### config.mk
export PLATFORM = sky130hd
export DESIGN_NAME = multicycle_datapath
export DESIGN_NICKNAME = d
export VERILOG_FILES = /design/src/rtl/multicycle_datapath.sv
export SDC_FILE = /design/constraint.sdc
export NUM_CORES = 2
export LEC_CHECK = 0
export ABC_AREA = 1
export CAP_MARGIN = 10
export CORE_ASPECT_RATIO = 1.1
export CORE_MARGIN = 4
export CORE_UTILIZATION = 30
export CTS_CLUSTER_DIAMETER = 30
export CTS_CLUSTER_SIZE = 40
export DETAILED_ROUTE_END_ITERATION = 8
export MAX_ROUTING_LAYER = met4
export SYNTH_ARGS = -nofsm -noshare
export SYNTH_HDL_FRONTEND = slang
export SYNTH_SLANG_ARGS = --single-unit
### constraint.sdc
create_clock -name clk -period 4.45 [get_ports clk]
set_input_delay 0.89 -clock clk [delete_from_list [all_inputs] [get_ports clk]]
set_output_delay 0.89 -clock clk [all_outputs]
set_load 0.1 [all_outputs]
### src/rtl/multicycle_datapath.sv
// Multicycle MIPS-subset datapath: PC, IR, MDR, A, B, ALUOut, a 32x32
// register file, the ALU and its operand muxes, and the unified memory port.
// Every control strobe comes from the multicycle controller; opcode and zero
// go back to it.
module multicycle_datapath #(
    parameter logic [31:0] RESET_PC = 32'h0000_0000
) (
    input  logic        clk,
    input  logic        reset,
    input  logic        alusrcA,
    input  logic [1:0]  alusrcB,
    input  logic [1:0]  toaluctrl,
    input  logic        memread,
    input  logic        memwrite,
    input  logic        regwrite,
    input  logic        pc_write,
    input  logic        pc_write_condition_beq,
    input  logic        pc_write_condition_bne,
    input  logic        IorD,
    input  logic        IR_write,
    input  logic [1:0]  pcsrc,
    input  logic [1:0]  regdst,
    input  logic [1:0]  memtoreg,
    output logic [5:0]  opcode,
    output logic        zero,
    output logic [31:0] mem_addr,
    output logic [31:0] mem_wdata,
    input  logic [31:0] mem_rdata,
    output logic        mem_read,
    output logic        mem_write
);

    localparam logic [5:0] OP_ANDI    = 6'b001100;
    localparam logic [5:0] FUNCT_ADD  = 6'b100000;
    localparam logic [5:0] FUNCT_SUB  = 6'b100010;
    localparam logic [5:0] FUNCT_AND  = 6'b100100;
    localparam logic [5:0] FUNCT_OR   = 6'b100101;
    localparam logic [5:0] FUNCT_SLT  = 6'b101010;

    typedef enum logic [2:0] {
        ALU_ADD,
        ALU_SUB,
        ALU_AND,
        ALU_OR,
        ALU_SLT
    } alu_op_e;

    // Architectural and inter-cycle state
    logic [31:0] pc;
    logic [31:0] ir;
    logic [31:0] mdr;
    logic [31:0] a_reg;
    logic [31:0] b_reg;
    logic [31:0] aluout;
    logic [31:0] rf [32];

    // Instruction fields
    logic [4:0]  rs;
    logic [4:0]  rt;
    logic [4:0]  rd;
    logic [5:0]  funct;
    logic [15:0] imm16;
    logic [25:0] jtarget;

    assign rs      = ir[25:21];
    assign rt      = ir[20:16];
    assign rd      = ir[15:11];
    assign funct   = ir[5:0];
    assign imm16   = ir[15:0];
    assign jtarget = ir[25:0];

    // Immediates: andi zero-extends, every other I-type sign-extends
    logic [31:0] imm_sext;
    logic [31:0] imm_zext;
    logic [31:0] imm_itype;

    assign imm_sext  = {{16{imm16[15]}}, imm16};
    assign imm_zext  = {16'h0000, imm16};
    assign imm_itype = (opcode == OP_ANDI) ? imm_zext : imm_sext;

    // Asynchronous register file reads; register 0 always reads as zero
    logic [31:0] rs_data;
    logic [31:0] rt_data;

    assign rs_data = (rs == 5'd0) ? 32'd0 : rf[rs];
    assign rt_data = (rt == 5'd0) ? 32'd0 : rf[rt];

    // ALU datapath signals
    logic [31:0] alu_a;
    logic [31:0] alu_b;
    alu_op_e     alu_op;
    logic [31:0] alu_result;

    // Operand selection; alusrcB=01 doubles as +4 (PC side) or the I-type immediate (A side)
    always_comb begin
        // NOTE: every always_comb output gets a default first so no path can infer a latch.
        alu_a = alusrcA ? a_reg : pc;
        alu_b = b_reg;
        case (alusrcB)
            2'b00:   alu_b = b_reg;
            2'b01:   alu_b = alusrcA ? imm_itype : 32'd4;
            2'b10:   alu_b = imm_sext;
            default: alu_b = {imm_sext[29:0], 2'b00};
        endcase
    end

    // ALU operation: direct classes, or funct decode for R-type (unknown funct falls back to add)
    always_comb begin
        alu_op = ALU_ADD;
        case (toaluctrl)
            2'b00: alu_op = ALU_ADD;
            2'b01: alu_op = ALU_SUB;
            2'b11: alu_op = ALU_AND;
            default: begin
                case (funct)
                    FUNCT_ADD: alu_op = ALU_ADD;
                    FUNCT_SUB: alu_op = ALU_SUB;
                    FUNCT_AND: alu_op = ALU_AND;
                    FUNCT_OR:  alu_op = ALU_OR;
                    FUNCT_SLT: alu_op = ALU_SLT;
                    default:   alu_op = ALU_ADD;
                endcase
            end
        endcase
    end

    // 32-bit wrap-around ALU; slt is a signed comparison
    always_comb begin
        alu_result = 32'd0;
        case (alu_op)
            ALU_ADD: alu_result = alu_a + alu_b;
            ALU_SUB: alu_result = alu_a - alu_b;
            ALU_AND: alu_result = alu_a & alu_b;
            ALU_OR:  alu_result = alu_a | alu_b;
            ALU_SLT: alu_result = ($signed(alu_a) < $signed(alu_b)) ? 32'd1 : 32'd0;
            default: alu_result = alu_a + alu_b;
        endcase
    end

    // zero comes from this cycle's ALU result so branches resolve in the same cycle
    assign zero = (alu_result == 32'd0);

    // Next-PC selection and write enable
    logic [31:0] next_pc;
    logic        pc_en;

    // Next PC: ALU (PC+4), jump target, branch target held in ALUOut, or A for jr
    always_comb begin
        next_pc = alu_result;
        case (pcsrc)
            2'b00:   next_pc = alu_result;
            2'b01:   next_pc = {pc[31:28], jtarget, 2'b00};
            2'b10:   next_pc = aluout;
            default: next_pc = a_reg;
        endcase
    end

    assign pc_en = pc_write
                 | (pc_write_condition_beq &  zero)
                 | (pc_write_condition_bne & ~zero);

    // Register write-back selection
    logic [4:0]  wr_reg;
    logic [31:0] wr_data;

    // Write destination (rt, rd, or $ra) and data (ALUOut, MDR, or PC for jal)
    always_comb begin
        wr_reg  = rt;
        wr_data = aluout;
        case (regdst)
            2'b01:   wr_reg = rd;
            2'b10:   wr_reg = 5'd31;
            default: wr_reg = rt;
        endcase
        case (memtoreg)
            2'b01:   wr_data = mdr;
            2'b10:   wr_data = pc;
            default: wr_data = aluout;
        endcase
    end

    // Inter-cycle latches every cycle; PC and IR only on their enables; reset wins over all
    always_ff @(posedge clk) begin
        // NOTE: non-blocking assignments here make A/B sample the register file as it was before this edge's write.
        if (reset) begin
            pc     <= RESET_PC;
            ir     <= 32'd0;
            mdr    <= 32'd0;
            a_reg  <= 32'd0;
            b_reg  <= 32'd0;
            aluout <= 32'd0;
        end else begin
            mdr    <= mem_rdata;
            a_reg  <= rs_data;
            b_reg  <= rt_data;
            aluout <= alu_result;
            if (IR_write) begin
                ir <= mem_rdata;
            end
            if (pc_en) begin
                pc <= next_pc;
            end
        end
    end

    // Register file write port; register 0 is never written
    always_ff @(posedge clk) begin
        // NOTE: the register file is cleared on reset, so it maps to flops rather than a RAM macro.
        if (reset) begin
            for (int i = 0; i < 32; i++) begin
                rf[i] <= 32'd0;
            end
        end else if (regwrite && (wr_reg != 5'd0)) begin
            rf[wr_reg] <= wr_data;
        end
    end

    // Memory port and controller feedback
    assign opcode    = ir[31:26];
    assign mem_addr  = IorD ? aluout : pc;
    assign mem_wdata = b_reg;
    assign mem_read  = memread;
    assign mem_write = memwrite;

endmodule

# [Word level (Yosys, flattened, before mapping)]
# Memory sizes are Yosys's and may differ from the RTL's. A register that Yosys moved wholly into a read port is not among the register bits.
# Cells that the tools add are included.
# Widths: inputs -> output; s select.
[classes] n_eq_ne=19 magnitude_cmp=1 bitwise=8 n_mux=20 n_reduce_logical=12 addsub=2
[op_table] cell="$pmux 32 s3" count=2
[op_table] cell="$mux 32" count=5
[op_table] cell="$pmux 32 s4" count=1
[op_table] cell="$pmux 32 s2" count=1
[op_table] cell="$add 32x32->32" count=1
[op_table] cell="$and 32x32->32" count=1
[op_table] cell="$logic_not 32->1" count=1
[op_table] cell="$lt 32x32->1" count=1
[op_table] cell="$or 32x32->32" count=1
[op_table] cell="$reduce_or 32->1" count=1
[op_table] cell="$sub 32x32->32" count=1
[op_table] cell="$eq 6x6->1 const B" count=4
[op_table] cell="$pmux 3 s4" count=1
[op_table] cell="$eq 2x1->1 const B" count=5
[op_table] cell="$eq 2x2->1 const B" count=5
[op_table] cell="$logic_not 5->1" count=2
[op_table] cell="$pmux 5 s2" count=1
[op_table] cell="$pmux 3 s3" count=1
[op_table] cell="$mux 1" count=7
[op_table] cell="$eq 3x2->1 const B" count=2
[op_table] cell="$eq 6x4->1 const B" count=1
[op_table] cell="$logic_not 2->1" count=3
[op_table] cell="$mux 5" count=1
[op_table] cell="$reduce_bool 5->1" count=1
[op_table] cell="other kinds (8)" count=12
[word_totals] reg_bits=128 ram_bits=1024 elab_cells=68 in_bits=53 n_memories=1
[mem_list] name="rf" depth=32 width=32 rd=2 rd_clocked_by_memory_dff=2 wr=32 line_no="55" source="logic [31:0] rf [32];"

# [Depth between registers and ports, before layout]
[logic_depth] ltp_word=12 depth_mapped=33

# [Worst setup path before layout]
# Ideal clock, no wire load.
[synth_timing] path_kind="input port to output port" startpoint="input alusrcA" endpoint="output zero" arrival_time_ns=4.388 slack_ns=-0.828 t_required_ns=3.560 cell_stages=21 path_cell_list="clkbuf_1 > a21oi_1 > clkbuf_1 > o21a_1 > inv_1 > ha_1 > fa_1 > nand3_1 > nand3_1 > nand2_1 > nand2_1 > xor2_1 > inv_1 > nor2_1 > nor2_1 > nand2_1 > nor2_1 > nand4_1 > nor2_2 > nand3_2 > inv_1"
[synth_between] elab_chain_cells=6
[synth_rtl] element="from (decl)" line_no="10" source="input logic alusrcA,"
[synth_rtl] element="$mux 32" line_no="101" source="2'b01: alu_b = alusrcA ? imm_itype : 32'd4;"
[synth_rtl] element="$pmux 32 s3" line_no="99" source="case (alusrcB)"
[synth_rtl] element="$lt 32x32->1" line_no="135" source="ALU_SLT: alu_result = ($signed(alu_a) < $signed(alu_b)) ? 32'd1 : 32'd0;"
[synth_rtl] element="$mux 1" line_no="135"
[synth_rtl] element="$pmux 32 s4 (*)" line_no="130" source="case (alu_op)"
[synth_rtl] element="$logic_not 32->1 (*)" line_no="141" source="assign zero = (alu_result == 32'd0);"
[synth_rtl] element="to (decl)" line_no="25" source="output logic zero,"
# Every way passes the cells marked *; elsewhere a longest branch is shown, timed or not.

# [Worst setup path after layout]
[layout_timing] startpoint="register ir[27]" endpoint="output zero"
[layout_between] elab_chain_cells=8
[layout_rtl] element="from (decl)" line_no="50" source="logic [31:0] ir;"
[layout_rtl] element="from (signal assigned)" line_no="198" source="ir <= mem_rdata;"
[layout_rtl] element="$eq 6x4->1 (*)" line_no="79" source="assign imm_itype = (opcode == OP_ANDI) ? imm_zext : imm_sext;"
[layout_rtl] element="$mux 32 (*)" line_no="79"
[layout_rtl] element="$mux 32 (*)" line_no="101"
[layout_rtl] element="$pmux 32 s3 (*)" line_no="99"
[layout_rtl] element="$lt 32x32->1" line_no="135"
[layout_rtl] element="$mux 1" line_no="135"
[layout_rtl] element="$pmux 32 s4 (*)" line_no="130"
[layout_rtl] element="$logic_not 32->1 (*)" line_no="141"
# Marked as above.

==> summary.md <==
| Metric | Value |
|---|---|
| Dominant cells by area after synthesis | `edfxtp_1 44%, o21ai_0 8.8%, nor2_1 8.3%` |
| Least-Margin Pin Slew | `between 1000 and 1500 ps` |
| RSZ-0062 raised after global routing | `true` |
| Gr usage total | `between 20% and 30%` |
| Fin crit share | `123.2%` |
| Sinks on Clock Net | `approximately 1.2k` |
| Clock root cell | `clkbuf_16` |
| R2r startpoint | `ir[27]$_SDFFE_PP0P_` |
| Worst EP required | `about 3600 ps` |
| Grt ovf | `0` |
| DP Wirelength | `about 210000 µm` |
| Commonest non-fill, non-tap cells in the layout | `1463 x nor2_1, 1254 x nand2_1, 1181 x o21ai_0` |
| FF+latch area | `about 35000 µm²` |
| Full die area | `approximately 240000 µm²` |
| Largest net degree at the start of global routing | `196` |
| Hold Path Depth | `2` |
| Mapped Cells | `around 8.6k` |
| CP max FO | `6` |
| Worst Hold End | `pc[30]$_SDFFE_PP0P_` |
| Status | `finished, violations left` |
| Vias in the first global route | `~66k` |
| Critical-path top delay cell | `dfxtp_2` |
| Core Util, Final | `39.92%` |
| I/O pins | `roughly 130` |
| Biggest register | `rf` |
| Avg Inst Size Synth | `roughly 8.0 µm²` |
| Commonest non-fill, non-tap cell in the layout | `nor2_1` |
| Vert. Die Dim | `around 510 µm` |
| WL per Instance | `between 20 and 25 µm` |
| Pwr/cell area | `about 460 nW/µm²` |
| Library cells used by synthesis | `56` |
| Global-route track usage on met1 | `30.86%` |
| Yosys top cell by area | `edfxtp_1` |
| R2R Setup Slk | `-300 ps` |
| Total Power | `about 42 mW` |
| Slew Limit Headroom | `a little under a fifth` |
| First-pass GRT wire length | `~440000 µm` |
| CTS tree | `built` |
| Reg clk slew, reported paths | `40 ps` |
| FF+latch count, synth | `between 1k and 1.5k` |
| Nets | `approximately 9.4k` |
| Antenna-violating nets left | `0` |
| Clk buf depth | `4` |
| VDD IR max | `between 300 and 400 µV` |
| Setup crit end kind | `output pin` |
| DR pass1 iterations | `9` |
| H-Tree Depth | `5` |
| Hold Path Class | `reg -> reg` |
| Violated checks | `setup timing` |
| Worst Skew | `a little under 70 ps` |
| DRT Wirelength | `roughly 310000 µm` |
| Via count | `68.10k` |
| Met3 Use GR | `5.723%` |
| Finished Layout Cells | `between 10k and 15k` |
| Post-DR vias/cell | `5.422` |
| Core area | `between 200000 and 250000 µm²` |
| Class of the most critical setup path | `reg -> out` |
| Multi-input logic area | `between 30000 and 40000 µm²` |
| Post-synth top area share | `~44%` |
| Worst skew pair latency | `between 900 and 1000 ps` |
| Yosys warns | `0` |
| Post-route setup slack | `-1033 ps` |
| Port-buffer cells | `around 120` |
| Asr flop ratio synth | `0%` |
| Length in cells of the worst reg-to-reg path | `33` |
| Sequential element share of the synthesized area | `approximately half` |
| GRT busiest layer | `met2` |
| Cell area after synthesis | `~69000 µm²` |
| Worst path max stage delay | `roughly 320 ps` |
| DRT iter0 DRCs | `between 8k and 9k` |
| # fillers | `roughly 23k` |
| Fmax | `~0.18 GHz` |
| Startpoint types | `flop` |
| DP Cell Count | `~12k` |
| Met2 GRT Util | `40.69%` |
| Share of cells above drive strength 1 | `between 10% and 20%` |
| Row count | `approximately 180` |
| Setup Viol. Count Final | `33` |
| Hold_sp | `pc[30]$_SDFFE_PP0P_` |
| Die X | `465.7 µm` |
| Final min period | `approximately 5500 ps` |
| P&R area growth vs syn | `32.15%` |
| CP dominant cell by count | `nor2_4` |
| CTS Buf Count | `280` |
| GPL Wtd Cong | `~1` |
| LEAKAGE | `between 30 and 40 nW` |
| EDFF count, synth | `1024` |
| Max Cap Viol | `0` |
| Primary FF master, synth | `edfxtp_1` |
| # DRC | `0` |
| Critical Path AT | `around 4600 ps` |
| Initial antenna violation count | `11` |
| Largest register FFs | `1024` |
| Worst R2R End | `pc[25]$_SDFFE_PP0P_` |
| Initial Utilization | `a little under a third` |
| Setup tns final | `-8257 ps` |
| Pins Over Slew Limit | `0` |
| Final Hold Fails | `0` |
==> cell type report <==
cell class / instances / area share, %
timing repair buffer: 1051 / 10.68
multi-input combinational: 5835 / 33.53
antenna: 5 / 0.01370
inverter: 900 / 3.750
sequential: 1216 / 37.90
clock inverter: 143 / 1.634
tap: 3069 / 4.203
clock buffer: 342 / 8.292
==> through the flow <==
| step | instance area, µm² | worst slack (ps) | hold WS (ps) |
|---|---|---|---|
| after global routing | 91350 | -1275 | 508.9 |
| final | 91360 | -1033 | 488.5 |
| after floorplan | 69590 | -102.8 | 451.6 |
| after detailed placement | 80030 | -1936 | 478.0 |
| after CTS | 90690 | -1054 | 480.4 |
| after global placement | 80030 | -1975 | 463.8 |
==> synth_stat cells, drive strengths merged (4+ instances only) <==
cell type  number
nor2         1562
nand2        1387
o21ai        1251
edfxtp       1024
inv           892
clkbuf        615
a21oi         453
nand3         296
o211ai        220
dfxtp         192
o22ai         124
buf           106
ha            100
a221oi         69
a31oi          54
a311oi         50
a211oi         40
nand4          32
nor3           24
mux2i          16
a2111oi        14
nand3b         14
a21boi         12
xor2           12
o2111ai        10
a41oi           8
clkinv          8
a221o           7
o221ai          7
a32o            6
o21bai          6
a22oi           5
nor4            5
o21a            5
a22o            4
and2            4
==> worst max-delay path, delay by kind of cell, from the launching register on <==
| kind | cells | cell delay [ps] |
|---|---|---|
| AOI/OAI and AO/OA | 3 | 540 |
| DFF | 1 | 320 |
| and+or+nand+nor | 11 | 1080 |
| buffers and inverters | 11 | 1410 |
| adders and majority gates | 1 | 310 |
==> routing by layer <==
| layer | wire (µm) | part of all wire (%) | up-vias |
|---|---|---|---|
| li1 | - | - | 30560 |
| met3 | 32040 | 10 | 897 |
| met5 | 0 | 0 | - |
| met1 | 117100 | 38 | 32570 |
| met2 | 143200 | 46 | 4076 |
| met4 | 16960 | 5.5 | 0 |
==> where the power goes <==
| group | internal (mW) | total, mW | switching [mW] |
|---|---|---|---|
| combinational | 3.03 | 9.05 | 6.03 |
| sequential | 12.9 | 13.3 | 0.367 |
| clock | 13.5 | 20.0 | 6.50 |
==> repair_timing <==
item / in CTS / in global routing
gates resized for setup: 241 / 151
buffers inserted: 40 / 18
setup endpoints to repair: 33 / 33
pin swaps: 72 / 40
cloned: 6 / 0
hold buffers: 0 / 0
==> worst max path at each step <==
stage	startpoint	to	depth (start not counted)
3_3_place_gp	alusrcB[0]	zero	26
5_1_grt	ir[27]$_SDFFE_PP0P_	zero	27
2_1_floorplan	alusrcB[0]	zero	26
4_1_cts	ir[26]$_SDFFE_PP0P_	zero	27
3_5_place_dp	alusrcB[0]	zero	30
6_report	ir[27]$_SDFFE_PP0P_	zero	26
==> kinds of logic after synthesis <==
family	synth area share [%]
flops	50.04
compound gates	19.46
mux	0.2317
fa+ha+maj	1.868
buf+inv	9.023
other cells	0.005425
simple gates	19.21
xor+xnor	0.1520
Note: power is estimated with default switching activity, not from simulation.
